[config.mk]
export PLATFORM = sky130hd
export DESIGN_NAME = note_sequencer
export DESIGN_NICKNAME = d
export VERILOG_FILES = /design/src/rtl/note_sequencer.sv
export SDC_FILE = /design/constraint.sdc
export NUM_CORES = 1
export LEC_CHECK = 0
export ABC_AREA = 1
export BUFFER_PORTS_ARGS = -buffer_cell sky130_fd_sc_hd__buf_2
export CAP_MARGIN = 0
export CORE_AREA = 10 10 191 193
export CTS_CLUSTER_DIAMETER = 200
export DETAILED_ROUTE_END_ITERATION = 16
export DIE_AREA = 0 0 201 203
export PLACE_DENSITY = 0.79
export SYNTH_ARGS = -nofsm -noshare
export SYNTH_HDL_FRONTEND = slang
export SYNTH_SLANG_ARGS = --single-unit
[constraint.sdc]
create_clock -name clk -period 2.3 [get_ports clk]
set_input_delay 0.23 -clock clk [delete_from_list [all_inputs] [get_ports clk]]
set_output_delay 0.23 -clock clk [all_outputs]
set_load 0.005 [all_outputs]
[src/rtl/note_sequencer.sv]
// note_sequencer: two-voice note table player with tick-based note lengths.
// Define NOTE_SEQUENCER_LOOP_EN to add a loop input that restarts the song seamlessly.
module note_sequencer #(
  parameter int unsigned NUM_NOTES = 16,
  parameter int unsigned TICK_DIV  = 256,
  parameter int unsigned FREQ_W    = 8,
  parameter int unsigned DUR_W     = 8,
  localparam int unsigned IDX_W    = $clog2(NUM_NOTES)
) (
  input  logic              clk,
  input  logic              reset,
  input  logic              wr_en,
  input  logic [IDX_W-1:0]  wr_addr,
  input  logic [FREQ_W-1:0] wr_freq1,
  input  logic [FREQ_W-1:0] wr_freq2,
  input  logic [DUR_W-1:0]  wr_dur,
  input  logic              play,
  input  logic              stop,
`ifdef NOTE_SEQUENCER_LOOP_EN
  input  logic              loop,
`endif
  output logic [FREQ_W-1:0] freq1,
  output logic [FREQ_W-1:0] freq2,
  output logic              busy,
  output logic              done,
  output logic [IDX_W-1:0]  note_idx
);

  localparam int unsigned TICK_W = $clog2(TICK_DIV);
  localparam logic [TICK_W-1:0] TICK_MAX = TICK_W'(TICK_DIV - 1);
  localparam logic [IDX_W-1:0]  IDX_MAX  = IDX_W'(NUM_NOTES - 1);

  typedef enum logic [1:0] {ST_IDLE, ST_PLAY, ST_DONE} state_e;

  state_e            state_q, state_d;
  logic [IDX_W-1:0]  idx_q, idx_d;
  logic [TICK_W-1:0] tick_q, tick_d;
  logic [DUR_W-1:0]  dur_q, dur_d;
  logic [FREQ_W-1:0] f1_q, f1_d, f2_q, f2_d;
  logic              busy_q, busy_d, done_q, done_d;

  logic [FREQ_W-1:0] f1_mem [NUM_NOTES];
  logic [FREQ_W-1:0] f2_mem [NUM_NOTES];
  logic [DUR_W-1:0]  dur_mem [NUM_NOTES];

  logic              wr_ok_c, fwd0_c, last_c, loop_c;
  logic [IDX_W-1:0]  nx_idx_c;
  logic [FREQ_W-1:0] e0_f1_c, e0_f2_c;
  logic [DUR_W-1:0]  e0_dur_c;

  // Table is only writable while idle and is deliberately left out of reset.
  assign wr_ok_c = wr_en && (state_q == ST_IDLE);

  always_ff @(posedge clk) begin
    if (wr_ok_c) begin
      f1_mem[wr_addr]  <= wr_freq1;
      f2_mem[wr_addr]  <= wr_freq2;
      dur_mem[wr_addr] <= wr_dur;
    end
  end

  // Entry 0 bypass so a same-edge write to entry 0 is what playback starts with.
  assign fwd0_c   = wr_ok_c && (wr_addr == '0);
  assign e0_f1_c  = fwd0_c ? wr_freq1 : f1_mem[0];
  assign e0_f2_c  = fwd0_c ? wr_freq2 : f2_mem[0];
  assign e0_dur_c = fwd0_c ? wr_dur   : dur_mem[0];

  assign nx_idx_c = idx_q + IDX_W'(1);
  assign last_c   = (idx_q == IDX_MAX) || (dur_mem[nx_idx_c] == '0);

`ifdef NOTE_SEQUENCER_LOOP_EN
  assign loop_c = loop && (e0_dur_c != '0);
`else
  assign loop_c = 1'b0;
`endif

  always_ff @(posedge clk or posedge reset) begin
    if (reset) begin
      state_q <= ST_IDLE;
      idx_q   <= '0;
      tick_q  <= '0;
      dur_q   <= '0;
      f1_q    <= '0;
      f2_q    <= '0;
      busy_q  <= 1'b0;
      done_q  <= 1'b0;
    end else begin
      state_q <= state_d;
      idx_q   <= idx_d;
      tick_q  <= tick_d;
      dur_q   <= dur_d;
      f1_q    <= f1_d;
      f2_q    <= f2_d;
      busy_q  <= busy_d;
      done_q  <= done_d;
    end
  end

  // IDLE and DONE are always entered with outputs and counters already cleared.
  always_comb begin
    state_d = state_q;
    idx_d   = idx_q;
    tick_d  = tick_q;
    dur_d   = dur_q;
    f1_d    = f1_q;
    f2_d    = f2_q;
    busy_d  = 1'b0;
    done_d  = 1'b0;
    unique case (state_q)
      ST_IDLE: begin
        if (play) begin
          if (e0_dur_c != '0) begin
            state_d = ST_PLAY;
            f1_d    = e0_f1_c;
            f2_d    = e0_f2_c;
            dur_d   = e0_dur_c;
            busy_d  = 1'b1;
          end else begin
            state_d = ST_DONE;
            done_d  = 1'b1;
          end
        end
      end
      ST_PLAY: begin
        busy_d = 1'b1;
        if (stop) begin
          state_d = ST_IDLE;
          busy_d  = 1'b0;
          idx_d   = '0;
          tick_d  = '0;
          dur_d   = '0;
          f1_d    = '0;
          f2_d    = '0;
        end else if (tick_q != TICK_MAX) begin
          tick_d = tick_q + TICK_W'(1);
        end else begin
          tick_d = '0;
          if (dur_q != DUR_W'(1)) begin
            dur_d = dur_q - DUR_W'(1);
          end else if (!last_c) begin
            idx_d = nx_idx_c;
            f1_d  = f1_mem[nx_idx_c];
            f2_d  = f2_mem[nx_idx_c];
            dur_d = dur_mem[nx_idx_c];
          end else if (loop_c) begin
            done_d = 1'b1;
            idx_d  = '0;
            f1_d   = e0_f1_c;
            f2_d   = e0_f2_c;
            dur_d  = e0_dur_c;
          end else begin
            state_d = ST_DONE;
            done_d  = 1'b1;
            busy_d  = 1'b0;
            idx_d   = '0;
            dur_d   = '0;
            f1_d    = '0;
            f2_d    = '0;
          end
        end
      end
      ST_DONE: state_d = ST_IDLE;
      default: state_d = ST_IDLE;
    endcase
  end

  assign freq1    = f1_q;
  assign freq2    = f2_q;
  assign busy     = busy_q;
  assign done     = done_q;
  assign note_idx = idx_q;

endmodule

Word-level counts from Yosys, hierarchy flattened --
Memories as Yosys holds them, arrays and structs flattened. Index checks and enable logic that the tools add are counted. W data, S select, Z words.
Cells by class: add/sub/neg operators 3, multipliers 0, div/mod/pow operators 0, magnitude comparators 0, equal/unequal tests 11, shifts and indexed selects 0, multiplexer cells 53, bitwise gates (word level) 0, reductions and logical operators 12
Operators with widths (number):
- $mux W8 | 23
- $pmux W8 S2 | 3
- $mux W4 | 4
- $mux W1 | 14
- $mux W2 | 6
- $ne A3 B3 Y1 const B | 3
- $add A8 B1 Y8 const B | 1
- $logic_not A8 Y1 | 1
- $ne A8 B1 Y1 const B | 1
- $ne A8 B8 Y1 const B | 1
- $reduce_and A4 Y1 | 2
- $reduce_bool A8 Y1 | 1
- $sub A8 B1 Y8 const B | 1
- $ne A2 B2 Y1 const B | 3
- $reduce_and A5 Y1 | 1
- $add A4 B1 Y4 const B | 1
- $eq A4 B4 Y1 const B | 1
- $logic_not A4 Y1 | 1
- $pmux W1 S2 | 2
- $pmux W2 S2 | 1
- $reduce_and A3 Y1 | 1
- $eq A2 B1 Y1 const B | 1
- $logic_and A1 B1 Y1 | 2
- $logic_not A2 Y1 | 1
- other kinds (3) | 3
Storage, ports and cells: bits in registers 40, bits in latches 0, bits in writable memories 384, bits in read-only memories 0, input port bits 33, output and inout bits 22, word-level logic and storage cells 90, memories kept 3
Memory list:
- dur_mem | words 16, bits a word 8, rd ports 2, clocked after memory_dff 0, wr ports 1, RTL line 44 | logic [DUR_W-1:0] dur_mem [NUM_NOTES];
- f1_mem | words 16, bits a word 8, rd ports 2, clocked after memory_dff 0, wr ports 1, RTL line 42 | logic [FREQ_W-1:0] f1_mem [NUM_NOTES];
- f2_mem | words 16, bits a word 8, rd ports 2, clocked after memory_dff 0, wr ports 1, RTL line 43 | logic [FREQ_W-1:0] f2_mem [NUM_NOTES];

Logic depth before layout (Yosys ltp) --
An unclocked memory read counts as a cell.
depth after elaboration 9, mapped depth 18, gate-level depth less buffers 15

Worst setup path before layout --
Ideal clock, no wire load.
path kind register to register, from reg state_q[1], to reg f1_q[3] (netlist: freq1[3]), setup time 0.078 ns, arrival time 2.336 ns, data required time 2.222 ns, slack -0.113 ns, cell stages (with the launch flop) 12, buffers on the path 2, clock period less this slack 2.413 ns, path through dfrtp_1 > inv_2 > nand2_1 > nor2_2 > nand2_1 > buf_2 > clkinv_1 > buf_1 > nor2_1 > nor2_1 > nor2_1 > a21boi_1
On the way: cells in the longest elaborated chain, start to end 7, elaborated cells on any way between the ends 16, those cells by class eq/ne: 5; mux: 5; reduce/logical: 6
Ends and longest elaborated chain:
- start, declared | RTL line 35 | state_e state_q, state_d;
- start signal, assigned | RTL line 88 | state_q <= state_d;
- $logic_not A2 Y1 | RTL line 52, 109
- $logic_and A1 B1 Y1 | RTL line 52 | assign wr_ok_c = wr_en && (state_q == ST_IDLE);
- $logic_and A1 B1 Y1 | RTL line 63 | assign fwd0_c = wr_ok_c && (wr_addr == '0);
- $mux W8 (on tied branches) | RTL line 66, 64
- $reduce_bool A8 Y1 or $mux W8 (tied branches) | RTL line 112 | if (e0_dur_c != '0) begin
- $ne A2 B1 Y1 (no line) or $mux W8 (tied branches)
- $reduce_and A5 Y1 (no line) or $pmux W8 S2 (tied branches)
- end signal, assigned | RTL line 83 | f1_q <= '0;
- end signal, assigned | RTL line 92 | f1_q <= f1_d;
- end, declared | RTL line 39 | logic [FREQ_W-1:0] f1_q, f1_d, f2_q, f2_d;
Several ways; a longest one is shown, not always the timed one. The select of a mux whose other input is x is not followed. A chain may end at the register's enable or synchronous reset.

Worst setup path in the final report --
from reg idx_q[0] (netlist: note_idx[0]), to reg f2_q[3] (netlist: freq2[3])
On the way: cells in the longest elaborated chain, start to end 9, elaborated cells on any way between the ends 11, those cells by class add/sub: 1; eq/ne: 1; mux: 5; reduce/logical: 2; memory: 2
Ends and longest elaborated chain:
- start, declared | RTL line 36 | logic [IDX_W-1:0] idx_q, idx_d;
- start signal, assigned | RTL line 89 | idx_q <= idx_d;
- $add A4 B1 Y4 | RTL line 68 | assign nx_idx_c = idx_q + IDX_W'(1);
- $mem_v2 Z16 W8
- $logic_not A8 Y1 | RTL line 69 | assign last_c = (idx_q == IDX_MAX) || (dur_mem[nx_idx_c] == '0);
- $logic_or A1 B1 Y1 | RTL line 69
- $mux W8 (*) | RTL line 140 | end else if (!last_c) begin
- $mux W8 (*) | RTL line 138 | if (dur_q != DUR_W'(1)) begin
- $mux W8 (*) | RTL line 134 | end else if (tick_q != TICK_MAX) begin
- $mux W8 (*) | RTL line 126 | if (stop) begin
- $pmux W8 S2 (*) | RTL line 109 | unique case (state_q)
- end signal, assigned | RTL line 84 | f2_q <= '0;
- end signal, assigned | RTL line 93 | f2_q <= f2_d;
- end, declared | RTL line 39
Mark *: on every way between the ends. The rest lies on a longest branch, timed or not. The select of a mux whose other input is x is not followed.

==> impl_metrics.json <==
{
  "run_status": "finished, violations left",
  "violated_checks": "negative setup slack",
  "antenna_found_initial": 6,
  "post_synth_num_cell_types": 38,
  "wire_length_reported_by_the_detailed_router_um": 53000,
  "layout.cells.non_filler": 2243,
  "finalWorstPathRequiredPeriod_ns": 2.60,
  "gp_congestion": 0.878,
  "report.final.hold_viol_count": 0,
  "fp.dieArea_sq_um": 40800,
  "clock_tree.buffer_depth": 3,
  "syn-num-nets": 1658,
  "cts_num_sinks": 424,
  "reg2regPathDepth": 17,
  "areaGrowthSynthToFinish_pct": 22.4,
  "vias_per_cell": 6.19,
  "critical_path.endpoint_type": "flop",
  "timing.final.max_slew_violations": 0,
  "synth.top_cells.by_area": "sky130_fd_sc_hd__edfxtp_1 (64%), sky130_fd_sc_hd__nand2_1 (8.9%), sky130_fd_sc_hd__dfrtp_1 (5.5%)",
  "setup_viol_count_final": 32,
  "startpoint_type": "flop",
  "critical_path_required_ns": 2.73,
  "synth_largest_area_cell": "sky130_fd_sc_hd__edfxtp_1",
  "r2r-end": "freq2[3]$_DFFE_PP0P_",
  "cap_violations": 0,
  "synth-seq-cells": 424,
  "final-seq-area_sq_um": 12500,
  "route.vias.total": 13900,
  "drive_gt1_share_pct": 20.6,
  "io-pin-count": 55,
  "final_net_count": 1805,
  "whs_endpoint": "tick_q[6]$_DFFE_PP0P_",
  "place.detailed.instances": 2137,
  "cts_root_buffer": "sky130_fd_sc_hd__clkbuf_16",
  "route.detailed.wl_per_inst_um": 23.6,
  "detail_route.first_pass.iterations": 8,
  "chipHeight_um": 203,
  "regToRegStartpoint": "note_idx[0]$_DFFE_PP0P_",
  "critical_path.max_fanout": 8,
  "synth-edff-count": 384,
  "largest_net_degree_at_the_start_of_global_routing": 83,
  "drt_first_iter_violations": 1905,
  "cts-htree-levels": 2,
  "synth_area_sq_um": 18100,
  "synth_seq_area_share_pct": 69.2,
  "clock_tree_from_tritoncts": "done",
  "grt_setup_unrepaired": "true",
  "grt_first_pass_wirelength_um": 76400,
  "hold-worst-slack_ns": 0.0305,
  "clock_skew_ns": 0.0217,
  "layout_setup_ws_ns": -0.302,
  "drtAntennaViolNets": 0,
  "hold_path_depth": 3,
  "detail_route.drc_violations": 0,
  "critical_path_arrival_ns": 3.03,
  "synthesized_area_per_cell_sq_um": 11.2,
  "worst-setup-path-type": "reg2reg",
  "fmax_mhz": 384,
  "layout.filler_cells": 2112,
  "synth_top_area_share_pct": 63.7,
  "gr-total-overflow": 0,
  "power.density_cell_area_nw_per_um2": 1280,
  "synth_warnings": 0,
  "worst_skew_pair_later_pin_latency_ns": 0.54,
  "grt.met3_usage_pct": 4.20,
  "postLayoutCoreUtil_pct": 68.3,
  "cts_buffers": 42,
  "timing.slew.headroom_pct": 25.8,
  "clkSlewWorstSetupHoldPaths_ns": 0.07,
  "r2r_setup_slack_ns": -0.30,
  "total_leakage_power_uw": 0.00855,
  "via_count_of_the_first_global_routing_pass": 13400,
  "vdd_ir_drop_max_v": 0.00112,
  "asyncSetResetFlopFracSynth_pct": 9.43,
  "hold_start": "stop",
  "min_path_type": "in2reg",
  "fp.coreArea_sq_um": 32500,
  "yosys_most_used_dff": "sky130_fd_sc_hd__edfxtp_1",
  "layer_with_the_highest_usage": "met2",
  "dp_hpwl_um": 28000,
  "max_slew.worst_pin.slew_ns": 1.11,
  "start_util_pct": 55.8,
  "gr-usage-met1_pct": 30.3,
  "die_width_um": 201,
  "grt_usage_pct": 23.8,
  "rows": 66,
  "buffer_ports.inserted": 54,
  "global_route.usage.met2_pct": 39.4,
  "multi_input_area_sq_um": 5200,
  "post_synth_inst_count": 1621,
  "finalCritPeriodShare_pct": 113,
  "final.setup.tns_ns": -8.17
}
-- per-stage QoR --
| stage | total power [uW] | setup slack (ns) | instance area, sq um |
|---|---|---|---|
| floorplan | 15700 | 0.0301 | 18100 |
| global placement | 18800 | -0.217 | 19900 |
| detailed placement | 19100 | -0.288 | 19900 |
| CTS | 26700 | -0.0648 | 21700 |
| global route | 29500 | -0.329 | 22100 |
| finish | 28300 | -0.302 | 22200 |
-- worst max-delay path, cell delays in order, from the launching register on --
cell                       delay (ns)
sky130_fd_sc_hd__dfrtp_4         0.51
sky130_fd_sc_hd__ha_4            0.38
sky130_fd_sc_hd__clkinv_4        0.10
sky130_fd_sc_hd__buf_8           0.15
sky130_fd_sc_hd__buf_12          0.13
sky130_fd_sc_hd__nand2_1         0.13
sky130_fd_sc_hd__nand3_2         0.11
sky130_fd_sc_hd__nand3_2         0.10
sky130_fd_sc_hd__nand2_2         0.08
sky130_fd_sc_hd__inv_2           0.07
sky130_fd_sc_hd__nand2_4         0.06
sky130_fd_sc_hd__nor2_4          0.10
sky130_fd_sc_hd__nand2_4         0.09
sky130_fd_sc_hd__nand3_4         0.11
sky130_fd_sc_hd__inv_6           0.07
sky130_fd_sc_hd__buf_12          0.15
sky130_fd_sc_hd__nand2_2         0.06
sky130_fd_sc_hd__a21boi_2        0.06
-- power breakdown --
part	switching [uW]	internal, uW	total [uW]	leakage [uW]
Combinational	7590	4880	12500	0.00394
Sequential	312	8840	9150	0.00395
Clock	2880	3840	6720	0.000658
Total	10800	17600	28300	0.00855
-- placed cells by master (no fill, tap or decap), types with 9 or more instances in the layout --
master	count
sky130_fd_sc_hd__nand2_1	390
sky130_fd_sc_hd__edfxtp_1	384
sky130_fd_sc_hd__a21oi_1	139
sky130_fd_sc_hd__nor2_1	105
sky130_fd_sc_hd__inv_1	104
sky130_fd_sc_hd__nand3_1	81
sky130_fd_sc_hd__buf_4	80
sky130_fd_sc_hd__buf_2	54
sky130_fd_sc_hd__clkbuf_16	50
sky130_fd_sc_hd__dfrtp_1	39
sky130_fd_sc_hd__o21ai_1	35
sky130_fd_sc_hd__buf_12	35
sky130_fd_sc_hd__nand2_2	33
sky130_fd_sc_hd__a32o_1	33
sky130_fd_sc_hd__a22oi_1	32
sky130_fd_sc_hd__o21ai_0	31
sky130_fd_sc_hd__nor2_4	20
sky130_fd_sc_hd__a21boi_1	12
sky130_fd_sc_hd__inv_2	11
sky130_fd_sc_hd__nand3_2	11
sky130_fd_sc_hd__clkbuf_1	11
sky130_fd_sc_hd__clkinv_1	9
-- state kept, by name, summed over array words and instances, names as in the netlist --
signal,flops
f2_mem,128
tick_q,8
done,1
dur_q,8
dur_mem,128
freq1,8
note_idx,4
busy,1
state_q,2
f1_mem,128
freq2,8
-- worst max-delay path by stage --
| stage | startpoint | cells after the start | endpoint |
|---|---|---|---|
| 3_3_place_gp | wr_addr[2] | 14 | freq1[1]$_DFFE_PP0P_ |
| 5_1_grt | note_idx[0]$_DFFE_PP0P_ | 16 | freq1[3]$_DFFE_PP0P_ |
| 4_1_cts | note_idx[0]$_DFFE_PP0P_ | 16 | freq1[4]$_DFFE_PP0P_ |
| 3_5_place_dp | wr_addr[2] | 14 | freq1[7]$_DFFE_PP0P_ |
| 6_report | note_idx[0]$_DFFE_PP0P_ | 17 | freq2[3]$_DFFE_PP0P_ |
| 2_1_floorplan | state_q[1]$_DFFE_PP0P_ | 5 | dur_mem[10][0]$_DFFE_PP_ |
-- cells by family after synthesis --
| family | Yosys count | share of synthesized area, % |
|---|---|---|
| compound gates | 310 | 10.3 |
| fa+ha+maj | 4 | 0.277 |
| buf+inv | 211 | 4.83 |
| simple gates | 664 | 14.8 |
| xor+xnor | 8 | 0.553 |
| flops | 424 | 69.2 |
-- Yosys cell counts, types with 2 or more instances --
cell                       count
sky130_fd_sc_hd__a31oi_1       2
sky130_fd_sc_hd__a22oi_1      32
sky130_fd_sc_hd__inv_2        11
sky130_fd_sc_hd__o21ai_0      36
sky130_fd_sc_hd__buf_4         8
sky130_fd_sc_hd__edfxtp_1    384
sky130_fd_sc_hd__inv_1       107
sky130_fd_sc_hd__xnor2_2       2
sky130_fd_sc_hd__a21oi_1     144
sky130_fd_sc_hd__clkinv_1      4
sky130_fd_sc_hd__xor2_1        4
sky130_fd_sc_hd__o211ai_1      3
sky130_fd_sc_hd__nand3_1      92
sky130_fd_sc_hd__o22ai_1       5
sky130_fd_sc_hd__or2_2         2
sky130_fd_sc_hd__dfrtp_1      40
sky130_fd_sc_hd__ha_1          4
sky130_fd_sc_hd__nand2_1     427
sky130_fd_sc_hd__o21ai_1      35
sky130_fd_sc_hd__nor3_1        3
sky130_fd_sc_hd__clkbuf_1     40
sky130_fd_sc_hd__xor2_2        2
sky130_fd_sc_hd__nor2_1      130
sky130_fd_sc_hd__a32o_1       33
sky130_fd_sc_hd__nand3_2       5
sky130_fd_sc_hd__a21boi_1     16
sky130_fd_sc_hd__buf_2        35
sky130_fd_sc_hd__buf_1         5
-- metal layers --
metal  vias up  part of all wire (%)  wire length (um)
met5         -                  0.13                69
met4        10                   5.6              2980
met3       256                    11              5820
met2      1032                    48             25300
met1      6640                    35             18800
li1       5942                     -                 -
-- timing repair --
action | in CTS | in global routing
endpoints found under the hold margin | 21 | 0
pin swaps | 12 | 33
endpoints found under the setup margin | 31 | 32
gates cloned | 5 | 6
hold buffers | 2 | 0
buffers inserted | 11 | 6
gates resized for setup | 53 | 80
-- area by class of cell --
cell class / instances / area share, %
inverter: 122 / 2.15
antenna: 1 / 0.0113
clock inverter: 18 / 0.717
multi-input combinational: 986 / 23.5
tap: 442 / 2.50
timing repair buffer: 192 / 9.23
clock buffer: 58 / 5.34
sequential: 424 / 56.6
Power figures use the tool's default switching activity.
